File: config.mk
export PLATFORM = sky130hd
export DESIGN_NAME = rf_alu_sequencer
export DESIGN_NICKNAME = d
export VERILOG_FILES = /design/src/rtl/rf_alu_sequencer.sv
export SDC_FILE = /design/constraint.sdc
export NUM_CORES = 1
export LEC_CHECK = 0
export ABC_AREA = 1
export ABC_CLOCK_PERIOD_IN_PS = 2460
export BUFFER_PORTS_ARGS = -buffer_cell sky130_fd_sc_hd__buf_2
export CAP_MARGIN = 15
export CORE_UTILIZATION = 38
export CTS_BUF_LIST = sky130_fd_sc_hd__clkbuf_8
export CTS_CLUSTER_SIZE = 28
export DETAILED_ROUTE_END_ITERATION = 7
export SYNTH_ARGS = -nofsm -noshare
export SYNTH_HDL_FRONTEND = slang
export SYNTH_SLANG_ARGS = --single-unit
export TNS_END_PERCENT = 50
File: constraint.sdc
create_clock -name clk -period 2.46 [get_ports clk]
set_clock_uncertainty 0.05 [all_clocks]
set_input_delay 0.492 -clock clk [delete_from_list [all_inputs] [get_ports clk]]
set_output_delay 0.492 -clock clk [all_outputs]
set_load 0.02 [all_outputs]
File: src/rtl/rf_alu_sequencer.sv
// Fetch/decode/execute controller sitting in front of the RF+ALU datapath.
// Decoded datapath controls are registered when an instruction is accepted and cleared when EXEC retires.
module rf_alu_sequencer #(
    parameter int PC_WIDTH = 8,
    parameter int RESET_PC = 0
) (
    input  logic                clk,
    input  logic                clr,
    output logic                instr_req,
    output logic [PC_WIDTH-1:0] instr_addr,
    input  logic                instr_valid,
    input  logic [15:0]         instr_data,
    output logic [2:0]          Read_Addr_A,
    output logic [2:0]          Read_Addr_B,
    output logic [2:0]          Write_Addr,
    output logic                Write_En,
    output logic                Src_ALU_B,
    output logic                ADC,
    output logic                SUB,
    output logic                SBB,
    output logic [4:0]          imm5,
    output logic                Pre_C,
    input  logic                Z,
    input  logic                N,
    input  logic                C,
    input  logic                V,
    output logic [3:0]          cc_flags,
    output logic                halted,
    output logic                illegal
);

    // state  | meaning
    // FETCH  | request instruction at pc, wait for instr_valid
    // EXEC   | decoded controls live for one cycle; cc/pc updated at its closing edge
    // HALTED | HALT retired; idle until clr
    typedef enum logic [1:0] {
        FETCH  = 2'd0,
        EXEC   = 2'd1,
        HALTED = 2'd2
    } state_t;

    localparam logic [4:0] OP_ADD  = 5'b00001;
    localparam logic [4:0] OP_ADC  = 5'b00010;
    localparam logic [4:0] OP_SUB  = 5'b00011;
    localparam logic [4:0] OP_SBB  = 5'b00100;
    localparam logic [4:0] OP_ADDI = 5'b00101;
    localparam logic [4:0] OP_SUBI = 5'b00110;
    localparam logic [4:0] OP_CMP  = 5'b00111;
    localparam logic [4:0] OP_BEQ  = 5'b01000;
    localparam logic [4:0] OP_BNE  = 5'b01001;
    localparam logic [4:0] OP_BCS  = 5'b01010;
    localparam logic [4:0] OP_JMP  = 5'b01011;
    localparam logic [4:0] OP_HALT = 5'b11111;

    // Wide enough that sign-extended off11 plus pc never loses the modulo result.
    localparam int EXT_W = PC_WIDTH + 11;

    typedef struct packed {
        logic [2:0] ra;
        logic [2:0] rb;
        logic [2:0] rd;
        logic [4:0] imm;
        logic       we;
        logic       src_b;
        logic       adc;
        logic       sub;
        logic       sbb;
    } ctrl_t;

    function automatic ctrl_t decode(input logic [15:0] w);
        ctrl_t c;
        c     = '0;
        c.ra  = w[7:5];
        c.rd  = w[10:8];
        c.imm = w[4:0];
        case (w[15:11])
            OP_ADD:  begin c.we = 1'b1; c.rb = w[4:2]; end
            OP_ADC:  begin c.we = 1'b1; c.rb = w[4:2]; c.adc = 1'b1; end
            OP_SUB:  begin c.we = 1'b1; c.rb = w[4:2]; c.sub = 1'b1; end
            OP_SBB:  begin c.we = 1'b1; c.rb = w[4:2]; c.sbb = 1'b1; end
            OP_ADDI: begin c.we = 1'b1; c.src_b = 1'b1; end
            OP_SUBI: begin c.we = 1'b1; c.src_b = 1'b1; c.sub = 1'b1; end
            OP_CMP:  begin c.rb = w[4:2]; c.sub = 1'b1; end
            default: ;
        endcase
        return c;
    endfunction

    state_t                state;
    logic [PC_WIDTH-1:0]   pc;
    logic [15:0]           ir;
    logic [3:0]            cc;
    ctrl_t                 ctrl;

    logic [4:0]            op;
    logic                  is_alu;
    logic                  is_legal;
    logic                  take;
    logic [EXT_W-1:0]      off_ext;
    logic [PC_WIDTH-1:0]   br_target;

    assign op       = ir[15:11];
    assign is_alu   = (op >= OP_ADD) && (op <= OP_CMP);
    assign is_legal = (op <= OP_JMP) || (op == OP_HALT);

    // Branch decision uses cc as registered before this EXEC.
    always_comb begin
        take    = 1'b0;
        off_ext = {{(EXT_W-8){ir[7]}}, ir[7:0]};
        case (op)
            OP_BEQ: take = cc[3];
            OP_BNE: take = ~cc[3];
            OP_BCS: take = cc[1];
            OP_JMP: begin
                take    = 1'b1;
                off_ext = {{(EXT_W-11){ir[10]}}, ir[10:0]};
            end
            default: ;
        endcase
        br_target = PC_WIDTH'({{11{1'b0}}, pc} + off_ext);
    end

    always_ff @(posedge clk) begin
        if (clr) begin
            state     <= FETCH;
            pc        <= PC_WIDTH'(RESET_PC);
            ir        <= '0;
            cc        <= '0;
            halted    <= 1'b0;
            illegal   <= 1'b0;
            ctrl      <= '0;
            instr_req <= 1'b1;
        end else begin
            case (state)
                FETCH: begin
                    if (instr_valid) begin
                        ir        <= instr_data;
                        pc        <= pc + PC_WIDTH'(1);
                        ctrl      <= decode(instr_data);
                        instr_req <= 1'b0;
                        state     <= EXEC;
                    end
                end
                EXEC: begin
                    ctrl <= '0;
                    if (is_alu)
                        cc <= {Z, N, C, V};
                    if (!is_legal)
                        illegal <= 1'b1;
                    if (take)
                        pc <= br_target;
                    if (op == OP_HALT) begin
                        halted <= 1'b1;
                        state  <= HALTED;
                    end else begin
                        instr_req <= 1'b1;
                        state     <= FETCH;
                    end
                end
                HALTED: ;
                default: begin
                    ctrl      <= '0;
                    instr_req <= 1'b1;
                    state     <= FETCH;
                end
            endcase
        end
    end

    assign instr_addr  = pc;
    assign Read_Addr_A = ctrl.ra;
    assign Read_Addr_B = ctrl.rb;
    assign Write_Addr  = ctrl.rd;
    assign Write_En    = ctrl.we;
    assign Src_ALU_B   = ctrl.src_b;
    assign ADC         = ctrl.adc;
    assign SUB         = ctrl.sub;
    assign SBB         = ctrl.sbb;
    assign imm5        = ctrl.imm;
    assign cc_flags    = cc;
    assign Pre_C       = cc[1];

endmodule

# Yosys cells after proc, flatten, opt, wreduce, memory -nomap -nowiden
# Cells that the tools add are included.
dict set report totals {
  romBits 0
  ram_bits 0
  word_cells 74
  reg_bits 52
  n_memories 0
  out_inout_bits 35
  latchBits 0
  input_bits 23
}
dict set report classes {
  mul 0
  div_mod_pow 0
  bitwise_logic 3
  shifts 0
  reduce_logical 15
  order_cmp 3
  addsub 2
  n_mux 18
  n_eq_ne 17
}
# cell n
set op_table {}
lappend op_table {{19-bit one-hot mux with 2 select lines} 1}
lappend op_table {{5-bit by 3-bit == test with 1-bit output, second input constant} 4}
lappend op_table {{5-bit by 4-bit == test with 1-bit output, second input constant} 4}
lappend op_table {{19-bit 2-to-1 mux} 1}
lappend op_table {{8-bit 2-to-1 mux} 2}
lappend op_table {{8-bit one-hot mux with 2 select lines} 1}
lappend op_table {{5-bit by 2-bit == test with 1-bit output, second input constant} 2}
lappend op_table {{2-bit AND reduction} 5}
lappend op_table {{8-bit by 1-bit adder with 8-bit output, second input constant} 1}
lappend op_table {{8-bit adder} 1}
lappend op_table {{1-bit 2-to-1 mux} 7}
lappend op_table {{2-bit != test, second input constant} 3}
lappend op_table {{2-bit one-hot mux with 3 select lines} 1}
lappend op_table {{3-bit AND reduction} 2}
lappend op_table {{6-bit OR reduction} 1}
lappend op_table {{5-bit by 1-bit == test with 1-bit output, second input constant} 1}
lappend op_table {{5-bit == test, second input constant} 1}
lappend op_table {{5-bit by 1-bit greater-or-equal comparator with 1-bit output, second input constant} 1}
lappend op_table {{5-bit by 3-bit <= comparator with 1-bit output, second input constant} 1}
lappend op_table {{5-bit by 4-bit <= comparator with 1-bit output, second input constant} 1}
lappend op_table {{5-bit OR reduction} 1}
lappend op_table {{2-bit 2-to-1 mux} 2}
lappend op_table {{1-bit one-hot mux with 4 select lines} 1}
lappend op_table {{3-bit 2-to-1 mux} 1}
lappend op_table {{10 further kinds} 12}

# Logic depth before layout (Yosys ltp)
# Gate-level depths: netlist of the first run.
dict set report logic_depth {
  depth_word 5
  mapped_depth 12
  ltp_nobuf 12
}

# Worst setup path before layout of the first run
# OpenSTA, ideal clock, no wires.
dict set report synth_timing {
  kind {reg2reg}
  start {reg state[1]}
  end {reg pc[6] (netlist: instr_addr[6])}
  synth_period_minus_slack_ns 1.836
  setup_slack_ns 0.624
  setup_ns 0.111
  path_buffers 0
  required_time_ns 2.299
  t_arrival_ns 1.675
  stages_incl_launch_ff 13
  cell_sequence {dfxtp_1 inv_1 nand2_4 or2_2 ha_1 inv_1 fa_1 inv_1 nand4_1 nand4_1 nand2_1 nor2_1 nor2_1}
}
dict set report synth_between {
  elab_chain_len 3
  word_cells_on_any_way 7
  cone_classes {eq/ne: 3; mux: 1; reduce/logical: 3}
}
# item line
set synth_rtl {}
lappend synth_rtl {{start: declaration} 89} ;# state_t state;
lappend synth_rtl {{start signal: assignment} 125} ;# state <= FETCH;
lappend synth_rtl {{start signal: assignment} 141} ;# state <= EXEC;
lappend synth_rtl {{start signal: assignment} 154} ;# state <= HALTED;
lappend synth_rtl {{2-bit by 1-bit == test with 1-bit output or 2-bit zero test (tied branches)} 134} ;# case (state)
lappend synth_rtl {{2-bit != test (no source line) or 2-bit nonzero test (tied branches)} --}
lappend synth_rtl {{3-bit AND reduction (no source line)} --}
lappend synth_rtl {{end signal: assignment} 126} ;# pc <= PC_WIDTH'(RESET_PC);
lappend synth_rtl {{end signal: assignment} 138} ;# pc <= pc + PC_WIDTH'(1);
lappend synth_rtl {{end signal: assignment} 151} ;# pc <= br_target;
lappend synth_rtl {{end: declaration} 90} ;# logic [PC_WIDTH-1:0] pc;
# Several ways; a longest one is shown, not always the timed one.
# A chain may end at the register's enable or synchronous reset.

# Worst setup path after layout of the first run
# Ends and elaborated chain as after synthesis.

==> results of run 1 <==
through the flow:
step	util (%)	cell area [um2]	std cells
final	47.4	2630	421
after global routing	47.4	2630	421
after CTS	47.4	2630	421
after detailed placement	45.8	2540	413
after global placement	45.8	2540	413
after floorplan	-	2200	291
area by class of cell:
cell class / instances / area share [%]
multi-input cells: 196 / 39.4
flip-flops and latches: 49 / 37.4
repair buffers: 57 / 10.9
inverters: 39 / 5.57
well taps: 72 / 3.43
clock buffers: 5 / 2.62
clock inverters: 3 / 0.810
cells by family after synthesis:
group | after synthesis
simple gates | 133
compound gates | 51
flops | 49
buf+inv | 46
fa+ha+maj | 8
xor+xnor | 4
worst max-delay path: stages (launching register included):
cell	delay (ps)
dfxtp_1	380
inv_1	120
nand2_4	120
or2_2	120
ha_1	140
inv_1	50
fa_1	400
inv_1	100
nand4_1	130
nand4_1	110
nand2_1	50
nor2_1	100
nor2_1	40
routing by layer:
metal | vias to the layer above | GRT usage, % | share of wire, %
met4 | 0 | 5.19 | 1.5
met5 | - | 0 | 0
li1 | 1056 | - | -
met1 | 868 | 22.4 | 49
met2 | 41 | 27.4 | 45
met3 | 8 | 4.19 | 4.1
placed cells by master, fill, tap and decap left out, types with 2 or more instances in the layout:
cell,instances
a21oi_1,12
a22o_1,3
buf_2,57
clkbuf_8,5
dfxtp_1,49
ha_1,7
inv_1,37
nand2_1,61
nand2_4,2
nand3_1,16
nand3b_1,2
nand4_1,5
nor2_1,35
nor2_2,2
nor2_4,2
nor3_1,2
o211ai_1,2
o21ai_0,25
o31ai_1,7
or2_2,2
xnor2_1,2
xor2_1,2
registers in the layout, indices dropped and copies added (netlist names), 2 cells and up:
name and cells:
cc_flags 4, state 2, Read_Addr_A 3, Write_Addr 3, ir 13, Read_Addr_B 3, imm5 5, instr_addr 8
worst paths after layout:
check                        start                    endpoint  slack (ps)  cells past startpoint
max          state[1]$_SDFFE_PP0P_  instr_addr[6]$_SDFFE_PP0P_         440                     12
min                 instr_data[10]  Write_Addr[2]$_SDFFE_PP0P_         350                      2
max reg2reg  state[1]$_SDFFE_PP0P_  instr_addr[6]$_SDFFE_PP0P_         440                     12
min reg2reg   illegal$_SDFFE_PP0P_        illegal$_SDFFE_PP0P_         400                      2
power by group:
group | internal [mW] | switching (mW)
Sequential | 0.838 | 0.0289
Combinational | 0.0891 | 0.163
Clock | 0.202 | 0.294
==> metrics, run 1 <==
initial DRC count 102; layout cells sized above 1 22.1%; Seq/Total Area, Yosys 44.5%; total track usage 17.0%; drt total wl 4930 um; RSZ-0062 raised after global routing no; setup TNS 0 ps; Post-Synthesis Cell Area 0.00220 mm2; leakage 1.32 nW; status completed; share of the synthesized area in the top cell type 44.5%; post-synthesis compound-gate area fraction 13.2%; number of post-CTS setup repair buffers 0; top post-synthesis cells by area dfxtp_1 45%, nand2_1 10%, inv_1 6.3%; area taken by multi-input logic gates 0.00103 mm2; top cells by count, synth 61 x nand2_1, 49 x dfxtp_1, 37 x inv_1; # fillers 612; Min Hold Slack 350 ps; Peak VDD IR 0.000311 V; PD cells 615 mW/mm2; register area 981 um2; vias in the first global route 1804; standard-cell rows 27; Least-Margin Pin Slew 586 ps; first-pass GRT wire length 8200 um; syn_nets 322; dpl ws 452 ps; asr flop ratio synth 0%; CTS Hold Bufs 0; Pins Over Slew Limit 0; Initial Util 39.8%; Max-slew headroom 60.9%; width of the die 78.1 um; Top-Level Pins 58; cells after synthesis 291; core area 0.00554 mm2; Max-Cap Viols 0; worst skew pair latency 310 ps; # port buffers 57; diode count 0; CTS sink cnt 49; flops & latches, synth 49; syn avg cell area 7.57 um2; clk slew on worst S/H paths 100 ps; CTS resizes 0; Final nets 379; top-count cell post-synth nand2_1; multiplexer area fraction after synthesis 0%; Crit Path Class flop to flop; Critical Path AT 2180 ps; Post-synth EDFFs 0; Root Driver clkbuf_8; crit-path max FO 10; H-tree depth 2; Yosys Warn Count 0; post-route ant nets 0; post-route setup slack 442 ps; final setup fails 0; CTS tree built; Final Hold Fails 0; HPWL after DPL 3720 um; total power 1.62 mW; Clock Tree Buf Depth 2; simple-gate share of the synthesized area 27.2%; TritonCTS buffer count 5; Vias/cell 4.69; Synth cell types 33; fin crit share 82.0%; worst min path class input pin to flop; DR vias 1973; top_reg_cell synth dfxtp_1; dominant cell type by area after synthesis dfxtp_1; crit end category flop; CP Launch Type flop; routability cong. 0.754; Synth-to-Final Area Change 19.2%; residual DRC count 0; Fmax achieved 0.496 GHz; die area 0.00611 mm2; largest family of logic cells by synthesized area simple AND/OR/NAND/NOR gates; Synth Area in Adders 4.88%; DRT Pass-1 Iters 4; largest net degree at the start of global routing 21; Congestion Overflow GR 0; Final min period 2020 ps; Die Span Y 78.1 um; Critical Path RT 2620 ps; DR WL/cell 11.7 um; antenna violations before repair 0; XOR/XNOR Fraction of Synth Area 1.59%
(Power assumes the default switching activity.)
==> run 2: changes to the inputs <==
ABC_CLOCK_PERIOD_IN_PS = 1860   (was 2460)
clock period = 1.86 ns   (was 2.46 ns; I/O delays follow)
==> run 2 against run 1 <==
- count of clock-buffer cells in the layout unchanged
- hold slack worse by 120 ps
- setup slack got worse by 310 ps
- global-route usage rose by 0.60 points
- non-clock buffer count rose by 9
- fmax rose by 17%
- power increased by 42%
- highest routed layer unchanged
- critical path depth unchanged
- final cell count rose by 2.1%
==> metrics, run 2 (same netlist as run 1, synthesis figures left out) <==
status completed; area taken by multi-input logic gates 0.00107 mm2; Worst R2R Setup Slack 130 ps; Critical Path AT 1890 ps; total track usage 17.6%; Crit Path Class flop to flop; Root Driver clkbuf_8; leakage 1.37 nW; largest net degree at the start of global routing 20; max FFs per register 13; Top-Level Pins 58; Fmax achieved 0.579 GHz; Critical Path RT 2030 ps; first-pass GRT wire length 8450 um; TritonCTS buffer count 5; DR vias 2024; Least-Margin Pin Slew 491 ps; post-route ant nets 0; commonest cells after routing, fill and taps aside 61 x nand2_1, 57 x buf_2, 48 x dfxtp_1; RR Startpoint state[1]$_SDFFE_PP0P_; fin crit share 92.8%; drt total wl 5050 um; number of post-CTS setup repair buffers 0; die area 0.00611 mm2; hold wc startpoint instr_data[10]; register area 982 um2; Peak VDD IR 0.000387 V; hold depth 2; standard-cell rows 27; worst min path class input pin to flop; Final min period 1730 ps; crit-path max FO 8; CTS sink cnt 49; width of the die 78.1 um; Synth-to-Final Area Change 25.3%; DR WL/cell 11.7 um; total power 2.30 mW; residual DRC count 0; routability cong. 0.781; R2R depth 12; H-tree depth 2; Max-slew headroom 66.9%; core area 0.00554 mm2; Initial Util 39.8%; most common cell after layout, fill and taps aside nand2_1; worst skew pair latency 310 ps; Hold EP Write_Addr[2]$_SDFFE_PP0P_; HPWL after DPL 3780 um; CP Launch Type flop; vias in the first global route 1789; DRT Pass-1 Iters 4; crit end category flop; Core Util, Final 49.8%; Final nets 388; reg2reg end instr_addr[5]$_SDFFE_PP0P_; # port buffers 57; clk slew on worst S/H paths 90 ps; Largest Register ir; PD cells 834 mW/mm2; Clock Tree Buf Depth 2; RSZ-0062 raised after global routing no; # fillers 584; Final Hold Fails 0; diode count 0; Congestion Overflow GR 0; Die Span Y 78.1 um; Vias/cell 4.71; final setup fails 0; Pins Over Slew Limit 0; CTS Hold Bufs 0; initial DRC count 104; antenna violations before repair 0; layout cells sized above 1 26.5%; Max-Cap Viols 0; setup TNS 0 ps; CTS tree built
## run 2: how the worst max path moves through the flow
stage | cells past startpoint | slack (ps) | to | start
2_1_floorplan | 12 | 20 | instr_addr[6]$_SDFFE_PP0P_ | state[1]$_SDFFE_PP0P_
3_3_place_gp | 12 | 50 | instr_addr[5]$_SDFFE_PP0P_ | state[1]$_SDFFE_PP0P_
3_5_place_dp | 12 | 10 | instr_addr[6]$_SDFFE_PP0P_ | state[1]$_SDFFE_PP0P_
4_1_cts | 12 | 6 | instr_addr[5]$_SDFFE_PP0P_ | state[1]$_SDFFE_PP0P_
5_1_grt | 12 | 2 | instr_addr[4]$_SDFFE_PP0P_ | state[1]$_SDFFE_PP0P_
6_report | 12 | 130 | instr_addr[5]$_SDFFE_PP0P_ | state[1]$_SDFFE_PP0P_
## run 2: area by class of cell
cell class	instances	area share, %
multi-input cells	196	38.8
inverters	39	5.30
clock inverters	3	1.59
clock buffers	5	2.49
well taps	72	3.26
repair buffers	66	12.9
flip-flops and latches	49	35.6
## run 2: worst max-delay path, stage by stage (launching register included)
cell     delay, ps
dfxtp_2        350
inv_2           50
nand2_4         60
buf_6          120
nor2_1          40
ha_1           310
or2_4          240
nand4_1        120
nand2_1         60
nand2_1         50
nand2_1         50
nor2_2          80
nor2_1          40
## run 2: what timing repair did
item | CTS | global route
hold endpoints to repair | 0 | 0
resized for setup | 1 | 12
pin swaps | 0 | 4
setup endpoints to repair | 1 | 6
## run 2: stage by stage
stage               cell area [um2]  hold WS (ps)  setup WS (ps)  std cells
finish                         2760           227            134        430
global route                   2760           222           1.79        430
CTS                            2720           219           5.92        430
detailed placement             2600           378           14.5        422
global placement               2600           375           52.3        422
floorplan                      2200           396           23.6        291
## run 2: report_power, final
group          internal [mW]  switching, mW
registers               1.11         0.0410
logic                  0.139          0.221
clock network          0.404          0.388
## run 2: per-layer routing
metal / GRT usage, % / wire, um
met1: 24.0 / 2500
met2: 27.5 / 2270
met3: 4.19 / 209
met4: 5.56 / 71
met5: 0 / 0
==> run 3: changes to the inputs <==
ABC_CLOCK_PERIOD_IN_PS = 2000   (was 1860)
clock period = 2 ns   (was 1.86 ns; I/O delays follow)
==> run 3 against run 2 <==
- hold slack improved by 34 ps
- global-route usage is 0.46 points lower
- fmax is 6.1% lower
- setup slack better by 27 ps
- critical path depth unchanged
- count of clock-buffer cells in the layout stayed put
- register-to-register slack improved by 30 ps
- power shrank 8.2%
- final cell count shrank 1.2%
- via count is 0.15% lower
- non-clock buffer count shrank 5
- critical path type unchanged
- critical endpoint is now instr_addr[4]$_SDFFE_PP0P_
- highest routed layer unchanged
==> metrics, run 3 (same netlist as run 1, synthesis figures left out) <==
Congestion Overflow GR 0; CTS tree built; met1 Use GR 23.5%; Peak VDD IR 0.000363 V; drt total wl 4970 um; Root Driver clkbuf_8; # port buffers 57; Pins Over Slew Limit 0; clk slew on worst S/H paths 100 ps; crit-path max FO 4; sequential fraction of design power 50.5%; Final Hold Fails 0; initial DRC count 89; antenna violations before repair 0; status completed; DR WL/cell 11.7 um; Critical Path RT 2150 ps; Net Sw Frac 27.9%; met2 usage 26.8%; Gate power share 15.1%; largest net degree at the start of global routing 20; Final min period 1840 ps; Top-Level Pins 58; Clock Tree Buf Depth 2; design area 0.00269 mm2; diode count 0; routability cong. 0.835; Max-slew headroom 66.1%; CP Launch Type flop; Vias/cell 4.76; commonest cells after routing, fill and taps aside 61 x nand2_1, 57 x buf_2, 47 x dfxtp_1; Crit Path Class flop to flop; HPWL after DPL 3710 um; core area 0.00554 mm2; post-route setup slack 161 ps; max FFs per register 13; H-tree depth 2; RSZ-0062 raised after global routing no; Final nets 383; leakage 1.35 nW; DRT Pass-1 Iters 4; Max-Cap Viols 0; Synth-to-Final Area Change 22.1%; die area 0.00611 mm2; switching pwr 0.589 mW; PD cells 785 mW/mm2; Clk pwr share 34.3%; vias in the first global route 1745; DR vias 2021; setup TNS 0 ps; internal cell power 1.52 mW; layout cells sized above 1 24.6%; dpl ws 74.4 ps; CTS sink cnt 49; Critical Path AT 1990 ps; crit end category flop; GR Util met3 4.30%; standard-cell rows 27; gr busiest metal met2; Fmax achieved 0.544 GHz; # fillers 588; Min Hold Slack 261 ps; Least-Margin Pin Slew 504 ps; Die Span Y 78.1 um; width of the die 78.1 um; first-pass GRT wire length 8300 um; post-route ant nets 0; final setup fails 0; most common cell after layout, fill and taps aside nand2_1; total track usage 17.2%; Initial Util 39.8%; worst min path class input pin to flop; fin crit share 92.0%; Largest Register ir; TritonCTS buffer count 5; worst skew pair latency 300 ps; placed inst area 0.00257 mm2; residual DRC count 0
==> run 3: cell count changes in the layout (fill, tap and decap cells not counted), sizes merged <==
cell / previous run / this run
buf: 66 / 61
==> run 3: layer usage <==
metal | routed length, um | vias up
met5 | 0 | -
met4 | 59 | 0
met3 | 207 | 5
met2 | 2220 | 44
met1 | 2480 | 912
li1 | - | 1060
==> run 3: power groups by stage <==
stage	Sequential (mW)	Combinational, mW	Clock [mW]
2_1_floorplan	1.13	0.173	0
3_3_place_gp	1.09	0.317	0
3_5_place_dp	1.09	0.319	0
4_1_cts	1.07	0.320	0.751
5_1_grt	1.08	0.358	0.788
6_report	1.07	0.320	0.725
==> run 3: final cells by class <==
| class | instances | area, um2 | area share (%) |
|---|---|---|---|
| clock inverters | 3 | 43.8 | 1.63 |
| well taps | 72 | 90.1 | 3.35 |
| inverters | 39 | 146 | 5.44 |
| multi-input cells | 196 | 1040 | 38.7 |
| repair buffers | 61 | 315 | 11.7 |
| clock buffers | 5 | 68.8 | 2.56 |
| flip-flops and latches | 49 | 983 | 36.6 |
==> run 3: final timing paths <==
check	from	slack [ps]	depth (start not counted)	endpoint
setup reg to reg	state[1]$_SDFFE_PP0P_	160	12	instr_addr[4]$_SDFFE_PP0P_
hold / removal	instr_data[10]	260	2	Write_Addr[2]$_SDFFE_PP0P_
hold reg to reg	Read_Addr_A[1]$_SDFFE_PP0P_	400	2	Read_Addr_A[1]$_SDFFE_PP0P_
setup / recovery	state[1]$_SDFFE_PP0P_	160	12	instr_addr[4]$_SDFFE_PP0P_
==> run 3: timing repair <==
action	CTS	global route
setup endpoints to repair	0	3
buffers inserted	0	0
gates resized for setup	0	6
hold buffers	0	0
==> run 3: critical path, stage by stage, from the launching register on <==
cell and delay (ps):
dfxtp_2 350, inv_2 90, nand2_4 60, or2_2 270, ha_1 200, inv_1 70, fa_2 200, inv_1 50
nand3_1 60, nand2_1 60, xor2_1 140, nor2_1 90, nor2_1 50
==> run 3: stage by stage <==
stage	instances	utilization [%]	total power, mW
6_report	425	48.6	2.11
5_1_grt	425	48.6	2.22
4_1_cts	425	48.4	2.14
3_5_place_dp	417	46.3	1.41
3_3_place_gp	417	46.3	1.41
2_1_floorplan	291	-	1.30
